<file path="config.mk">
export PLATFORM = sky130hd
export DESIGN_NAME = uart_rx_stream_flat
export DESIGN_NICKNAME = d
export VERILOG_FILES = /design/src/rtl/uart_pkg.sv /design/src/rtl/uart_rx_stream_if.sv /design/src/rtl/uart_rx_fifo.sv /design/src/rtl/uart_rx_stream.sv /design/src/flat_wrapper.sv
export SDC_FILE = /design/constraint.sdc
export NUM_CORES = 1
export LEC_CHECK = 0
export ABC_CLOCK_PERIOD_IN_PS = 3500
export CORE_AREA = 8 8 89 91
export DETAILED_ROUTE_END_ITERATION = 7
export DIE_AREA = 0 0 97 99
export PLACE_DENSITY = 0.79
export SETUP_SLACK_MARGIN = 0.4
export SYNTH_ARGS = -nofsm -noshare
export SYNTH_HDL_FRONTEND = slang
export SYNTH_SLANG_ARGS = --single-unit
</file>
<file path="constraint.sdc">
create_clock -name CLK12M -period 3.5 [get_ports CLK12M]
set_clock_uncertainty 0.2 [all_clocks]
set_input_delay 0.875 -clock CLK12M [delete_from_list [all_inputs] [get_ports CLK12M]]
set_output_delay 0.875 -clock CLK12M [all_outputs]
set_load 0.05 [all_outputs]
</file>
<file path="src/rtl/uart_pkg.sv">
// Shared definitions for the FTDI channel-B UART receive path.
// Contents:
//   rx_state_t    receiver state encoding
//   DATA_BITS     payload bits per frame (8N1)
//   SYNC_STAGES   depth of the input synchroniser
//   clks_per_bit  clocks per bit cell, rounded to nearest
package uart_pkg;

  localparam int DATA_BITS   = 8;
  localparam int SYNC_STAGES = 2;

  typedef enum logic [2:0] {
    WAIT_IDLE,
    IDLE,
    START,
    DATA,
    STOP
  } rx_state_t;

  function automatic int clks_per_bit(input int clk_hz, input int baud);
    return (clk_hz + baud / 2) / baud;
  endfunction

endpackage

</file>
<file path="src/rtl/uart_rx_stream_if.sv">
// Byte stream from the UART receiver to user logic.
//   rx_data   byte at the receive FIFO head
//   rx_valid  FIFO not empty
//   rx_ready  consumer takes rx_data when rx_valid && rx_ready
// master = receiver side, slave = consumer side.
import uart_pkg::*;

interface uart_rx_stream_if;
  logic [DATA_BITS-1:0] rx_data;
  logic                 rx_valid;
  logic                 rx_ready;

  modport master (output rx_data, output rx_valid, input rx_ready);
  modport slave  (input rx_data, input rx_valid, output rx_ready);
endinterface

</file>
<file path="src/rtl/uart_rx_fifo.sv">
// Small synchronous FIFO buffering received bytes.
// Ports:
//   clk, rst_n  clock and asynchronous active-low reset
//   push, din   write request and data; ignored when full unless a pop
//               happens in the same cycle
//   full        DEPTH entries held
//   pop         read request; ignored when empty
//   dout        registered copy of the head entry, stable until popped
//   empty       no entries held
module uart_rx_fifo #(
  parameter int DEPTH = 4,
  parameter int WIDTH = 8
) (
  input  logic             clk,
  input  logic             rst_n,
  input  logic             push,
  input  logic [WIDTH-1:0] din,
  output logic             full,
  input  logic             pop,
  output logic [WIDTH-1:0] dout,
  output logic             empty
);

  localparam int AW = $clog2(DEPTH);

  if (DEPTH < 2 || DEPTH > 16 || (DEPTH & (DEPTH - 1)) != 0) begin : g_bad_depth
    $error("uart_rx_fifo: DEPTH must be a power of two in 2..16");
  end

  logic [WIDTH-1:0] mem [DEPTH];
  logic [AW-1:0]    wr_ptr_reg, rd_ptr_reg;
  logic [AW:0]      count_reg;
  logic [WIDTH-1:0] dout_reg;

  logic          do_push, do_pop, head_is_new;
  logic [AW-1:0] rd_ptr_inc;

  assign empty      = (count_reg == '0);
  assign full       = (count_reg == (AW+1)'(DEPTH));
  assign do_pop     = pop && !empty;
  // A full FIFO can still accept a byte when the head leaves in the same cycle.
  assign do_push    = push && (!full || do_pop);
  assign rd_ptr_inc = rd_ptr_reg + AW'(1);
  // The pushed byte becomes the head when nothing else is left in front of it.
  assign head_is_new = do_push &&
                       (empty || (count_reg == (AW+1)'(1) && do_pop));

  always_ff @(posedge clk) begin
    if (do_push) begin
      mem[wr_ptr_reg] <= din;
    end
  end

  always_ff @(posedge clk or negedge rst_n) begin
    if (!rst_n) begin
      wr_ptr_reg <= '0;
      rd_ptr_reg <= '0;
      count_reg  <= '0;
      dout_reg   <= '0;
    end else begin
      if (do_push) begin
        wr_ptr_reg <= wr_ptr_reg + AW'(1);
      end
      if (do_pop) begin
        rd_ptr_reg <= rd_ptr_inc;
      end
      case ({do_push, do_pop})
        2'b10:   count_reg <= count_reg + (AW+1)'(1);
        2'b01:   count_reg <= count_reg - (AW+1)'(1);
        default: count_reg <= count_reg;
      endcase
      if (head_is_new) begin
        dout_reg <= din;
      end else if (do_pop) begin
        dout_reg <= mem[rd_ptr_inc];
      end
    end
  end

  assign dout = dout_reg;

endmodule

</file>
<file path="src/rtl/uart_rx_stream.sv">
// 8N1 UART receiver for the FTDI channel-B FPGA_RXD line (BDBUS0), LSB first.
// The line is synchronised, the start bit is re-checked at mid-cell, each
// data bit and the stop bit are sampled at mid-cell, and good bytes are
// buffered in a FIFO presented on a valid/ready stream.
// Ports:
//   CLK12M     system clock
//   RESET      asynchronous active-low reset
//   BDBUS0     asynchronous serial input, idle high
//   rx         stream master (rx_data, rx_valid out; rx_ready in)
//   frame_err  one-cycle pulse when a stop bit is sampled low
//   overrun    one-cycle pulse when a finished byte is dropped (FIFO full)
//   busy       high while the receiver is in any state other than IDLE
module uart_rx_stream
  import uart_pkg::*;
#(
  parameter int CLK_HZ       = 12000000,
  parameter int BAUD         = 115200,
  parameter int CLKS_PER_BIT = clks_per_bit(CLK_HZ, BAUD),
  parameter int FIFO_DEPTH   = 4
) (
  input  logic             CLK12M,
  input  logic             RESET,
  input  logic             BDBUS0,
  uart_rx_stream_if.master rx,
  output logic             frame_err,
  output logic             overrun,
  output logic             busy
);

  if (CLKS_PER_BIT < 8 || CLKS_PER_BIT > 65535) begin : g_bad_cpb
    $error("uart_rx_stream: CLKS_PER_BIT must be in 8..65535");
  end

  localparam int CNT_W = $clog2(CLKS_PER_BIT);
  localparam int IDX_W = $clog2(DATA_BITS);
  localparam logic [CNT_W-1:0] CNT_LAST    = CNT_W'(CLKS_PER_BIT - 1);
  localparam logic [CNT_W-1:0] CNT_HALF_M1 = CNT_W'(CLKS_PER_BIT / 2 - 1);
  localparam logic [CNT_W-1:0] CNT_SYNC    = CNT_W'(SYNC_STAGES);
  localparam logic [IDX_W-1:0] IDX_LAST    = IDX_W'(DATA_BITS - 1);

  // ---------------- input synchroniser and edge register ----------------
  logic [SYNC_STAGES-1:0] sync_reg;
  logic                   rxs, rxs_prev_reg, fall;

  for (genvar gi = 0; gi < SYNC_STAGES; gi++) begin : g_sync
    always_ff @(posedge CLK12M or negedge RESET) begin
      if (!RESET) begin
        sync_reg[gi] <= 1'b1;
      end else begin
        if (gi == 0) begin
          sync_reg[gi] <= BDBUS0;
        end else begin
          sync_reg[gi] <= sync_reg[(gi == 0) ? 0 : gi - 1];
        end
      end
    end
  end

  assign rxs = sync_reg[SYNC_STAGES-1];

  always_ff @(posedge CLK12M or negedge RESET) begin
    if (!RESET) begin
      rxs_prev_reg <= 1'b1;
    end else begin
      rxs_prev_reg <= rxs;
    end
  end

  // IDLE is only ever entered with the line high, so a falling edge seen in
  // IDLE is the same event as the line being low there.
  assign fall = rxs_prev_reg & ~rxs;

  // ---------------- receiver FSM ----------------
  rx_state_t            state_reg, state_next;
  logic [CNT_W-1:0]     cnt_reg, cnt_next;
  logic [IDX_W-1:0]     idx_reg, idx_next;
  logic [DATA_BITS-1:0] shift_reg, shift_next;
  logic                 fifo_push, frame_err_next;
  logic                 fifo_full, fifo_empty, fifo_pop;
  logic [DATA_BITS-1:0] fifo_dout;
  logic                 frame_err_reg, overrun_reg, busy_reg;

  always_ff @(posedge CLK12M or negedge RESET) begin
    if (!RESET) begin
      state_reg <= WAIT_IDLE;
      cnt_reg   <= '0;
      idx_reg   <= '0;
      shift_reg <= '0;
    end else begin
      state_reg <= state_next;
      cnt_reg   <= cnt_next;
      idx_reg   <= idx_next;
      shift_reg <= shift_next;
    end
  end

  always_comb begin
    state_next     = state_reg;
    cnt_next       = cnt_reg;
    idx_next       = idx_reg;
    shift_next     = shift_reg;
    fifo_push      = 1'b0;
    frame_err_next = 1'b0;
    case (state_reg)
      // The counter first lets the synchroniser flush its reset value, so a
      // line still held low when reset is released is not taken as idle.
      WAIT_IDLE: begin
        if (cnt_reg != CNT_SYNC) begin
          cnt_next = cnt_reg + CNT_W'(1);
        end else if (rxs) begin
          state_next = IDLE;
        end
      end
      IDLE: begin
        if (fall) begin
          state_next = START;
          cnt_next   = '0;
        end
      end
      START: begin
        if (cnt_reg == CNT_HALF_M1) begin
          if (rxs) begin
            state_next = IDLE;
          end else begin
            state_next = DATA;
            cnt_next   = '0;
            idx_next   = '0;
          end
        end else begin
          cnt_next = cnt_reg + CNT_W'(1);
        end
      end
      DATA: begin
        if (cnt_reg == CNT_LAST) begin
          cnt_next            = '0;
          shift_next[idx_reg] = rxs;
          if (idx_reg == IDX_LAST) begin
            state_next = STOP;
          end else begin
            idx_next = idx_reg + IDX_W'(1);
          end
        end else begin
          cnt_next = cnt_reg + CNT_W'(1);
        end
      end
      STOP: begin
        if (cnt_reg == CNT_LAST) begin
          cnt_next = '0;
          if (rxs) begin
            fifo_push  = 1'b1;
            state_next = IDLE;
          end else begin
            frame_err_next = 1'b1;
            state_next     = WAIT_IDLE;
          end
        end else begin
          cnt_next = cnt_reg + CNT_W'(1);
        end
      end
      default: begin
        state_next = WAIT_IDLE;
        cnt_next   = '0;
      end
    endcase
  end

  // ---------------- receive buffer ----------------
  assign fifo_pop = rx.rx_valid && rx.rx_ready;

  uart_rx_fifo #(
    .DEPTH (FIFO_DEPTH),
    .WIDTH (DATA_BITS)
  ) u_fifo (
    .clk   (CLK12M),
    .rst_n (RESET),
    .push  (fifo_push),
    .din   (shift_reg),
    .full  (fifo_full),
    .pop   (fifo_pop),
    .dout  (fifo_dout),
    .empty (fifo_empty)
  );

  assign rx.rx_data  = fifo_dout;
  assign rx.rx_valid = !fifo_empty;

  // ---------------- status pulses ----------------
  always_ff @(posedge CLK12M or negedge RESET) begin
    if (!RESET) begin
      frame_err_reg <= 1'b0;
      overrun_reg   <= 1'b0;
      busy_reg      <= 1'b0;
    end else begin
      frame_err_reg <= frame_err_next;
      overrun_reg   <= fifo_push && fifo_full && !fifo_pop;
      busy_reg      <= (state_next != IDLE);
    end
  end

  assign frame_err = frame_err_reg;
  assign overrun   = overrun_reg;
  assign busy      = busy_reg;

endmodule
</file>
<file path="src/flat_wrapper.sv">
// flat-port wrapper written by rule: the top's interface ports become plain ports
module uart_rx_stream_flat import uart_pkg::*;
#(
  parameter int CLK_HZ       = 12000000,
  parameter int BAUD         = 115200,
  parameter int CLKS_PER_BIT = clks_per_bit(CLK_HZ, BAUD),
  parameter int FIFO_DEPTH   = 4
)
  (CLK12M, RESET, BDBUS0, frame_err, overrun, busy, rx_rx_data, rx_rx_valid, rx_rx_ready);
  uart_rx_stream_if rx_i ();
  input  logic CLK12M;
  input  logic RESET;
  input  logic BDBUS0;
  output logic frame_err;
  output logic overrun;
  output logic busy;
  output wire logic [$bits(rx_i.rx_data)-1:0] rx_rx_data;
  output wire logic [$bits(rx_i.rx_valid)-1:0] rx_rx_valid;
  input wire logic [$bits(rx_i.rx_ready)-1:0] rx_rx_ready;
  assign rx_rx_data = rx_i.rx_data;
  assign rx_rx_valid = rx_i.rx_valid;
  assign rx_i.rx_ready = rx_rx_ready;
  uart_rx_stream #(.CLK_HZ(CLK_HZ), .BAUD(BAUD), .CLKS_PER_BIT(CLKS_PER_BIT), .FIFO_DEPTH(FIFO_DEPTH)) u_core (.CLK12M(CLK12M), .RESET(RESET), .BDBUS0(BDBUS0), .rx(rx_i), .frame_err(frame_err), .overrun(overrun), .busy(busy));
endmodule
</file>
==> impl_metrics.json <==
{
  "run_status": "finished clean",
  "final_cell_area_um2": 3851,
  "cp.arrival_ps": 2780,
  "tightest_slew_ps": 943.9,
  "netlist_area_um2": 3498,
  "routed_via_density": 5.681,
  "synth_ff_type": "dfrtp_1",
  "coreArea_um2": 6569,
  "grt_usage_pct": 12.58,
  "antenna_found_initial": 0,
  "path_clk_slew_ps": 90,
  "hold_class": "reg -> reg",
  "ctsHoldBuffers": 0,
  "grt_util_met2_pct": 20.99,
  "cts_tree": "yes",
  "setup-violations-final": 0,
  "peakVddDrop_v": 0.0004075,
  "crit_slowest_cell": "dfrtp_1",
  "timing.fmax_mhz": 369.4,
  "use_met3_pct": 3.009,
  "hold_viol_final": 0,
  "async_flop_share_pct": 56.76,
  "yosys.cell_types.count": 50,
  "yosysWarnings": 0,
  "cp.required_ps": 3570,
  "clockBufferDepth": 2,
  "synth_nets": 266,
  "crit_path_max_incr_delay_ps": 400,
  "wire_per_inst_um": 16.12,
  "grt-busiest-layer": "met2",
  "start_util_pct": 53.26,
  "placed_cell_area_um2": 3670,
  "slew_viol_final": 0,
  "die_area_um2": 9603,
  "grt_max_degree": 43,
  "vias": 1977,
  "postRouteAntennaNets": 0,
  "post-route-min-period_ps": 2707,
  "maxSlewHeadroom_pct": 37.08,
  "hpwlAfterDp_um": 3995,
  "critPathKind": "reg -> reg",
  "fin_hold_ws_ps": 161.9,
  "powerDensity_nw_per_um2": 548.0,
  "p_leak_nw": 1.577,
  "drt-total-wl_um": 5609,
  "clk_latency_ps": 340,
  "drive_gt1_share_pct": 25.37,
  "cts_buffers": 9,
  "die_height_um": 99,
  "rsz0062_at_grt": "false",
  "syn_area_per_cell_um2": 14.05,
  "largest_reg_flops": 32,
  "worstSetupEndpointType": "register",
  "core.rowCount": 30,
  "grt_pass1_wl_um": 9880,
  "area_growth_pct": 10.09,
  "synth_top_area_share_pct": 27.90,
  "place.gp.congestion": 0.7430,
  "ys_seq_elements": 74,
  "drtIter0Drc": 49,
  "synthCells": 249,
  "cts_sinks": 74,
  "cts_max_level": 3,
  "antenna_cells": 0,
  "synth_top_cell_by_area": "dfrtp_1",
  "ys_top_cells_by_area": "dfrtp_1 28%, edfxtp_1 27%, mux2_2 9.0%, mux4_2 5.2%, ha_1 4.6%",
  "crit_path_max_fanout": 10,
  "cap_violations": 0,
  "io-pin-count": 16,
  "grt_pass1_vias": 2081,
  "finalCritPeriodShare_pct": 77.35,
  "dr.pass1.iters": 4,
  "synth-edff-count": 32,
  "numPortBuffers": 15,
  "crit_path_cell_trace": "ha_1 -> nand4_1 -> nor3_4 -> nand4_4 -> nor2b_2 -> inv_1 -> ha_1 -> nor2_1 -> xor2_1",
  "tns_ps": 0,
  "nets": 280,
  "clockRootBuffer": "clkbuf_8",
  "drc": 0,
  "fp.dieW_um": 97,
  "overflow": 0,
  "yosysSeqAreaShare_pct": 57.62,
  "cp-start-kind": "register",
  "cpMostUsedCell": "ha_1",
  "use_met1_pct": 14.63
}
[synth_stat cells, types with 4 or more instances]
master / instances
dfrtp_1: 39
edfxtp_1: 32
mux2_2: 28
ha_1: 13
nand2_1: 13
nor2_1: 11
inv_1: 8
mux4_2: 8
and2_1: 7
nand3_1: 6
nor2b_1: 6
o21ai_0: 6
clkbuf_1: 5
a21o_1: 4
xnor2_1: 4
[area by class of cell]
class,count,area (um2)
Fill cell,517,2718
Timing Repair Buffer,15,147.6
Sequential cell,74,2016
Tap cell,80,100.1
Clock buffer,9,123.9
Inverter,8,30.03
Multi-Input combinational cell,155,1381
Clock inverter,7,52.55
[critical path: cells and delay by family (launching register included)]
| family | cells | cell delay [ps] |
|---|---|---|
| AND/OR/NAND/NOR | 5 | 1210 |
| adder cells (fa/ha/maj) | 2 | 590 |
| flip-flops | 1 | 400 |
| XOR/XNOR | 1 | 150 |
| buffers and inverters | 1 | 80 |
[per-layer routing]
metal  wire [um]  part of all wire [%]
met3         197                   3.5
met2        2785                    50
met4         123                   2.2
met1        2502                    45
met5           0                     0
[path summary, 6_finish.rpt]
check / to / cells past startpoint / slack [ps] / startpoint
max: u_core.u_fifo.count_reg[2] / 9 / 790 / u_core.cnt_reg[0]
min: u_core.rxs / 0 / 160 / u_core.sync_reg[0]
max reg2reg: u_core.u_fifo.count_reg[2] / 9 / 790 / u_core.cnt_reg[0]
min reg2reg: u_core.rxs / 0 / 160 / u_core.sync_reg[0]
max in group asynchronous: u_core.cnt_reg[3] / 1 / 2030 / RESET
min in group asynchronous: u_core.u_fifo.dout[4] / 1 / 460 / RESET
[kinds of logic after synthesis]
logic type,Yosys count,share of synthesized area [%]
compound gates,26,5.615
simple gates,72,12.91
mux,38,14.74
fa+ha+maj,13,4.650
flops,74,57.62
xor+xnor,6,1.502
buf+inv,20,2.969
[cell usage in the layout (no fill, tap or decap), types with 3 or more instances in the layout]
cell and instances:
nor2b_1 5, clkdlybuf4s50_1 13, inv_1 8, mux4_2 8
nand2b_1 3, nor3b_1 3, xnor2_1 4, dfrtp_1 39
clkbuf_8 9, nand2_1 13, and2_1 7, a21o_1 4
nand3b_1 3, a22o_1 3, mux2_2 28, nor4_1 3
edfxtp_1 32, clkinvlp_4 4, dfstp_2 3, nor2_1 11
nand3_1 6, o21ai_0 6, nor3_1 3, ha_1 13
[per-stage QoR]
| stage | utilization, % | power, W | setup slack [ps] | cells |
|---|---|---|---|---|
| after global placement | 55.87 | 0.001519 | 610.2 | 332 |
| after floorplan | - | 0.001440 | 1045 | 249 |
| after detailed placement | 55.87 | 0.001543 | 512.3 | 332 |
| after global routing | 58.63 | 0.002216 | 560.5 | 348 |
| after CTS | 58.55 | 0.002132 | 427.6 | 348 |
| final | 58.63 | 0.002110 | 792.6 | 348 |
[timing repair]
item,in CTS,in global routing
setup buffers,0,0
resized for setup,0,2
endpoints found under the setup margin,0,2
[power by group]
group	leakage (nW)	internal [W]	total, W	switching (W)
clock network	0.0783	0.000260	0.000592	0.000332
registers	0.879	0.000969	0.00110	0.000131
logic	0.620	0.000204	0.000418	0.000214
Power figures use the tool's default switching activity.
